File: src/rtl/bit_encoder.sv
// bit_encoder: sequential 8-to-3 encoder, one set-bit index per valid/ready transfer.
// Optional build macro: BIT_ENCODER_ERR_EN adds err_o (pulses after a zero-vector load).
`default_nettype none

module bit_encoder #(
  parameter int LSB_FIRST = 1
) (
  input  logic       clk,
  input  logic       rst,
  input  logic [7:0] d_i,
  input  logic       load_i,
  output logic       busy_o,
  output logic       x_o,
  output logic       y_o,
  output logic       z_o,
  output logic       valid_o,
  input  logic       ready_i,
  output logic       last_o
`ifdef BIT_ENCODER_ERR_EN
  ,
  output logic       err_o
`endif
);

  localparam logic [0:0] S_IDLE = 1'b0;
  localparam logic [0:0] S_EMIT = 1'b1;

  logic [0:0] state_q, state_d;
  logic [7:0] p_q, p_d;
  logic [2:0] code_q, code_d;
  logic       last_q, last_d;
  logic [7:0] p_clr;

  function automatic logic [2:0] pick(input logic [7:0] v);
    logic [2:0] idx;
    logic       found;
    idx   = 3'd0;
    found = 1'b0;
    // Ascending scan: keep the first hit for LSB-first, the last hit otherwise.
    for (int i = 0; i < 8; i++) begin
      if (v[i] && ((LSB_FIRST == 0) || !found)) begin
        idx   = 3'(i);
        found = 1'b1;
      end
    end
    return idx;
  endfunction

  function automatic logic one_hot(input logic [7:0] v);
    return (v != 8'd0) && ((v & (v - 8'd1)) == 8'd0);
  endfunction

  assign p_clr = p_q & ~(8'd1 << code_q);

  always_comb begin
    state_d = state_q;
    p_d     = p_q;
    code_d  = code_q;
    last_d  = last_q;
    case (state_q)
      S_IDLE: begin
        if (load_i && (d_i != 8'd0)) begin
          state_d = S_EMIT;
          p_d     = d_i;
          code_d  = pick(d_i);
          last_d  = one_hot(d_i);
        end
      end
      S_EMIT: begin
        if (ready_i) begin
          if (last_q) begin
            state_d = S_IDLE;
            p_d     = 8'd0;
            code_d  = 3'd0;
            last_d  = 1'b0;
          end else begin
            p_d    = p_clr;
            code_d = pick(p_clr);
            last_d = one_hot(p_clr);
          end
        end
      end
      default: begin
        state_d = S_IDLE;
        p_d     = 8'd0;
        code_d  = 3'd0;
        last_d  = 1'b0;
      end
    endcase
  end

  always_ff @(posedge clk) begin
    if (rst) begin
      state_q <= S_IDLE;
      p_q     <= 8'd0;
      code_q  <= 3'd0;
      last_q  <= 1'b0;
    end else begin
      state_q <= state_d;
      p_q     <= p_d;
      code_q  <= code_d;
      last_q  <= last_d;
    end
  end

`ifdef BIT_ENCODER_ERR_EN
  logic err_q, err_d;

  assign err_d = (state_q == S_IDLE) && load_i && (d_i == 8'd0);

  always_ff @(posedge clk) begin
    if (rst) begin
      err_q <= 1'b0;
    end else begin
      err_q <= err_d;
    end
  end

  assign err_o = err_q;
`endif

  assign busy_o  = (state_q == S_EMIT);
  assign valid_o = (state_q == S_EMIT);
  assign x_o     = code_q[2];
  assign y_o     = code_q[1];
  assign z_o     = code_q[0];
  assign last_o  = last_q;

endmodule

`default_nettype wire
File: config.mk
export PLATFORM = sky130hd
export DESIGN_NAME = bit_encoder
export DESIGN_NICKNAME = d
export VERILOG_FILES = /design/src/rtl/bit_encoder.sv
export SDC_FILE = /design/constraint.sdc
export NUM_CORES = 1
export LEC_CHECK = 0
export CORE_UTILIZATION = 45
export CTS_CLUSTER_SIZE = 40
export DETAILED_ROUTE_END_ITERATION = 8
export GPL_TIMING_DRIVEN = 0
export PLACE_DENSITY_LB_ADDON = 0.25
export SETUP_SLACK_MARGIN = 0.15
export SKIP_CTS_REPAIR_TIMING = 1
export SLEW_MARGIN = 20
export SYNTH_ARGS = -nofsm -noshare
export SYNTH_HDL_FRONTEND = slang
export SYNTH_SLANG_ARGS = --single-unit
export TNS_END_PERCENT = 100
File: constraint.sdc
create_clock -name clk -period 1.88 [get_ports clk]
set_clock_uncertainty 0.1 [all_clocks]
set_input_delay 0.376 -clock clk [delete_from_list [all_inputs] [get_ports clk]]
set_output_delay 0.376 -clock clk [all_outputs]
set_load 0.01 [all_outputs]
==> results of run 1 <==
==> per-stage QoR <==
stage | cells | TNS, ps
5_1_grt | 196 | -282
3_5_place_dp | 185 | -6700
4_1_cts | 189 | -3090
2_1_floorplan | 140 | -31.3
3_3_place_gp | 185 | -6250
6_report | 196 | -155
==> worst max path at each step <==
stage / startpoint / end / slack (ps)
CTS: d_i[3] / code_q[0] / -320
finish: code_q[2] / last_o / -160
global route: code_q[1] / last_o / -210
global placement: d_i[3] / code_q[0] / -600
detailed placement: d_i[3] / code_q[0] / -610
floorplan: code_q[1] / last_o / -30
==> layer usage <==
layer / vias up / wire [um] / part of all wire [%] / track usage, %
li1: 584 / - / - / -
met1: 581 / 1290 / 41 / 28.9
met2: 53 / 1580 / 50 / 41.6
met3: 10 / 205 / 6.5 / 5.26
met4: 0 / 95 / 3.0 / 11.7
met5: - / 0 / 0 / 0
==> worst max-delay path, cell delays in order, from the launching register on <==
cell      delay (ps)
dfxtp_2          320
buf_6            130
or3b_4           410
a22o_4           260
nor3_4           130
mux2i_1          260
o211ai_2         120
a311oi_2         220
==> cell usage in the layout, fill, tap and decap left out, types with 2 or more instances in the layout <==
cell type	synthesis	routed
clkdlybuf4s50_1	0	8
dfxtp_1	13	9
nor3_1	6	6
nand2b_1	4	4
a21oi_1	10	8
nand4_1	2	2
o21ai_1	4	2
a31oi_1	2	2
nor2_1	16	14
nand2_1	14	11
o22ai_1	3	3
nand3_1	4	4
clkbuf_4	0	4
inv_1	4	4
xnor2_1	2	2
buf_2	2	2
a22oi_1	2	2
nand2_2	1	3
clkbuf_1	1	2
a211oi_1	4	3
mux2i_1	2	2
o21ai_4	0	2
buf_6	2	4
o21ai_0	4	3
buf_4	2	7
a311oi_1	3	3
o21a_1	2	2
dfxtp_2	0	3
dlymetal6s2s_1	0	6
a21oi_2	1	2
==> cell families (layout without fill, tap and decap cells) <==
group,Yosys count,in the layout
buffers and inverters,11,39
xor gates and xnor gates,2,2
DFF,13,13
AOI/OAI and AO/OA,50,50
muxes,4,4
adders and majority gates,1,1
and+or+nand+nor,59,59
==> synthesized netlist by cell type (2+ instances only) <==
master    count  area share (%)
buf_4         2             1.4
a21oi_1      10             4.5
dfxtp_1      13              23
and2_1        2             1.1
o22ai_1       3             1.7
buf_6         2             2.0
o21ai_0       4             1.8
nor2_1       16             5.4
nand2b_1      4             2.3
nand4_1       2             1.1
buf_2         2            0.90
o22a_1        2             1.6
xnor2_1       2             1.6
o21ai_1       4             1.8
a311oi_1      3             2.4
nand2_1      14             4.7
a211oi_1      4             2.7
inv_1         4             1.4
o21a_1        2             1.4
nor2b_1       2             1.1
nor3_1        6             2.7
mux2_2        2             2.0
nand3_1       4             1.8
a31oi_1       2             1.1
a22oi_1       2             1.4
mux2i_1       2             1.8
==> final cells by class <==
class,count,area (um^2)
fill,187,748
inverter,4,15.0
clock buffer,4,26.3
sequential,13,268
tap,28,35.0
multi-input combinational,116,890
timing repair buffer,24,229
buffer,7,65.1
==> registers in the layout, indices dropped and copies added, names as in the netlist <==
register and count:
busy_o 1, last_o 1, code_q 3, p_q 8
==> power by group through the flow <==
| stage | sequential, W | combinational (W) | clock, W |
|---|---|---|---|
| after floorplan | 0.000336 | 0.000242 | 0 |
| after global placement | 0.000335 | 0.000349 | 0 |
| after detailed placement | 0.000337 | 0.000357 | 0 |
| after CTS | 0.000330 | 0.000359 | 0.000178 |
| after global routing | 0.000342 | 0.000473 | 0.000191 |
| final | 0.000337 | 0.000442 | 0.000176 |
==> impl_metrics.env, run 1 <==
export IMPL_vias_per_cell=6.27
export IMPL_synth_top_family_by_area="compound AO/OA/AOI/OAI gates"
export IMPL_dpl_hpwl_mm=2.22
export IMPL_hold_viol_final=0
export IMPL_place_ws_ps=-611
export IMPL_p_leak_nw=0.604
export IMPL_fin_area_mm2=0.00153
export IMPL_synthXorXnorAreaFrac_pct=1.58
export IMPL_timing_rr_start="code_q[2]"
export IMPL_synth_adder_area_share_pct=0.903
export IMPL_status="finished with violations"
export IMPL_grt_usage_pct=24.4
export IMPL_die_area_mm2=0.00267
export IMPL_h_tree_depth=1
export IMPL_grt_pass1_wl_mm=4.73
export IMPL_hold_slack_ps=373
export IMPL_hp_class="reg2reg"
export IMPL_cts_buffers=3
export IMPL_power_w=0.000954
export IMPL_io_buffers=17
export IMPL_initial_core_util_pct=48.7
export IMPL_r2r_cells=7
export IMPL_synth_area_per_cell_um2=7.92
export IMPL_placeableCoreArea_mm2=0.00228
export IMPL_cts_tree="built"
export IMPL_synth_edf_count=0
export IMPL_dr_pass1_iters=4
export IMPL_cp_required_ps=1980
export IMPL_whs_path_depth=2
export IMPL_crit_type="reg2reg"
export IMPL_ant_nets=0
export IMPL_rsz0062_at_grt="yes"
export IMPL_min_period_ps=2040
export IMPL_syn_area_mm2=0.00111
export IMPL_seqPwrFrac_pct=35.3
export IMPL_clk_pin_slew_ps=90
export IMPL_clk_latency_ps=280
export IMPL_yosys_area_share_simple_pct=28.6
export IMPL_clock_sinks=13
export IMPL_worst_ep_arrival_time_ps=2130
export IMPL_cts_root_buf="clkbuf_4"
export IMPL_tightest_slew_ps=521
export IMPL_ys_flop_type="dfxtp_1"
export IMPL_n_antenna_cell=0
export IMPL_crit_fanout=10
export IMPL_syn_num_nets=152
export IMPL_wl_mm=3.17
export IMPL_min_from="p_q[7]"
export IMPL_final_core_util_pct=67.1
export IMPL_async_flop_share_pct=0
export IMPL_clockBufferDepth=2
export IMPL_netlist_cell_type_count=51
export IMPL_die_w_um=51.6
export IMPL_antenna_found_initial=0
export IMPL_powerDensity_mw_per_mm2=625
export IMPL_drt_iter0_drc=58
export IMPL_finalNetCount=181
export IMPL_grt_overflow=0
export IMPL_drc=0
export IMPL_end_kind="flip-flop"
export IMPL_synth_compound_area_share_pct=35.7
export IMPL_synthMuxAreaShare_pct=3.84
export IMPL_num_rows=17
export IMPL_grt_max_degree=11
export IMPL_cap_violations=0
export IMPL_min_period_over_period_pct=108
export IMPL_rr_endpoint="last_o"
export IMPL_synth_seq_area_share_pct=23.5
export IMPL_p_int_w=0.000600
export IMPL_swShare_pct=37.1
export IMPL_critPathLaunchType="flip-flop"
export IMPL_switchingPower_w=0.000354
export IMPL_synth_seq_cells=13
export IMPL_die_h_um=51.6
export IMPL_ys_warn_count=0
export IMPL_r2r_slack_ps=-160
export IMPL_setup_ws_ps=-155
export IMPL_fmax_mhz=491
export IMPL_dpl_cell_area_mm2=0.00132
export IMPL_gp_congestion=0.909
export IMPL_drv_slew=0
export IMPL_grt_pass1_vias=1032
export IMPL_pwr_share_comb_pct=46.3
export IMPL_setup_viol=1
export IMPL_io_pin_count=18
export IMPL_clkPwrFrac_pct=18.4
export IMPL_violations="setup timing"
export IMPL_final_layout_size_suffix_gt1_share_pct=32.1
export IMPL_wl_per_cell_um=16.2
export IMPL_peakVddDrop_uv=506
export IMPL_hold_path_end="p_q[7]"
export IMPL_relSlewSlack_pct=65.3
export IMPL_syn_inst=140
export IMPL_area_growth_syn_to_layout_pct=37.8
export IMPL_num_vias=1228
(Power assumes the default switching activity.)
==> run 2: changes to the inputs <==
- CELL_PAD_IN_SITES_DETAIL_PLACEMENT: unset -> 1
- CELL_PAD_IN_SITES_GLOBAL_PLACEMENT: unset -> 1
- CORE_UTILIZATION: 45 -> 35
==> impl_metrics.env, run 2 (same netlist as run 1, synthesis figures left out) <==
export IMPL_io_buffers=17
export IMPL_num_rows=20
export IMPL_final_layout_size_suffix_gt1_share_pct=33.7
export IMPL_r2r_slack_ps=-130
export IMPL_critPathLaunchType="flip-flop"
export IMPL_relSlewSlack_pct=61.8
export IMPL_crit_type="reg2reg"
export IMPL_layout_common_cells="nor2_1 (14), nand2_1 (13), buf_4 (13), a21oi_1 (9), dfxtp_1 (9)"
export IMPL_instances_no_fill=216
export IMPL_rsz0062_at_grt="yes"
export IMPL_dpl_cell_area_mm2=0.00134
export IMPL_n_antenna_cell=0
export IMPL_setup_viol=2
export IMPL_clockBufferDepth=2
export IMPL_gp_congestion=0.850
export IMPL_max_flop_register="p_q"
export IMPL_final_common_cell="nor2_1"
export IMPL_die_h_um=58.3
export IMPL_crit_fanout=8
export IMPL_clk_pin_slew_ps=90
export IMPL_cap_violations=0
export IMPL_fmax_mhz=498
export IMPL_cp_required_ps=1990
export IMPL_area_growth_syn_to_layout_pct=39.5
export IMPL_cts_buffers=3
export IMPL_drc=0
export IMPL_grt_max_degree=11
export IMPL_min_period_over_period_pct=107
export IMPL_regArea_um2=268
export IMPL_hold_viol_final=0
export IMPL_io_pin_count=18
export IMPL_status="finished with violations"
export IMPL_hold_slack_ps=356
export IMPL_multi_input_area_um2=863
export IMPL_grt_pass1_vias=1170
export IMPL_wl_mm=3.69
export IMPL_cts_root_buf="clkbuf_4"
export IMPL_antenna_found_initial=0
export IMPL_powerDensity_mw_per_mm2=624
export IMPL_vias_per_cell=5.56
export IMPL_die_area_mm2=0.00340
export IMPL_largest_register_ffs=8
export IMPL_finalNetCount=185
export IMPL_setup_ws_ps=-126
export IMPL_violations="setup timing"
export IMPL_num_fill_cells=382
export IMPL_cts_tree="built"
export IMPL_peakVddDrop_uv=306
export IMPL_num_vias=1201
export IMPL_end_kind="flip-flop"
export IMPL_fin_area_mm2=0.00155
export IMPL_dp_cells=201
export IMPL_wl_per_cell_um=17.1
export IMPL_final_core_util_pct=51.1
export IMPL_worst_ep_arrival_time_ps=2110
export IMPL_ant_nets=0
export IMPL_p_leak_nw=0.615
export IMPL_drt_iter0_drc=31
export IMPL_biggestRegsByFlops="p_q (8), code_q (3)"
export IMPL_h_tree_depth=1
export IMPL_hp_class="in2reg"
export IMPL_clk_latency_ps=290
export IMPL_grt_usage_pct=21.9
export IMPL_grt_pass1_wl_mm=5.52
export IMPL_initial_core_util_pct=36.6
export IMPL_drv_slew=0
export IMPL_dpl_hpwl_mm=2.64
export IMPL_tightest_slew_ps=573
export IMPL_die_w_um=58.3
export IMPL_dr_pass1_iters=4
export IMPL_placeableCoreArea_mm2=0.00303
export IMPL_min_period_ps=2010
export IMPL_grt_overflow=0
export IMPL_clock_sinks=13
==> run 2: cell types whose count changed in the layout (fill, tap and decap cells not counted), sizes merged <==
cell	change
clkdlybuf4s50	-1
buf	+5
clkinvlp	+1
inv	-1
==> run 2: layer usage <==
| layer | track usage, % | vias to the layer above | routed length, um |
|---|---|---|---|
| met4 | 10.5 | 0 | 77 |
| met2 | 36.3 | 26 | 1800 |
| met3 | 3.35 | 9 | 126 |
| met5 | 0 | - | 0 |
| met1 | 27.6 | 574 | 1690 |
| li1 | - | 592 | - |
==> run 2: worst paths after layout <==
kind | start | to | cells after the start
max | code_q[1] | last_o | 7
min | d_i[1] | p_q[1] | 3
max reg2reg | code_q[1] | last_o | 7
min reg2reg | p_q[7] | p_q[7] | 2
==> run 2: area by class of cell <==
| class | count | area share (%) |
|---|---|---|
| tap | 44 | 3.56 |
| buffer | 7 | 4.21 |
| inverter | 4 | 1.21 |
| sequential | 13 | 17.3 |
| timing repair buffer | 28 | 16.2 |
| multi-input combinational | 116 | 55.8 |
| clock buffer | 4 | 1.70 |
==> run 2: stage by stage <==
stage	TNS (ps)	setup slack (ps)	total power [W]
6_report	-137	-126	0.000965
5_1_grt	-375	-238	0.00102
4_1_cts	-3830	-378	0.000891
3_5_place_dp	-7690	-688	0.000705
3_3_place_gp	-6880	-627	0.000693
2_1_floorplan	-31.3	-31.3	0.000579
==> run 2: report_power, final <==
part	internal, W	total [W]	switching (W)
clock	0.0000825	0.000183	0.000101
sequential	0.000303	0.000336	0.0000335
combinational	0.000216	0.000446	0.000230
total	0.000601	0.000965	0.000364
==> run 2: critical path, stage by stage, from the launching register on <==
cell      delay [ps]
dfxtp_2          340
buf_6            120
or3b_4           420
a22o_4           260
nor3_4           110
mux2i_1          230
o211ai_2         130
a311oi_2         220
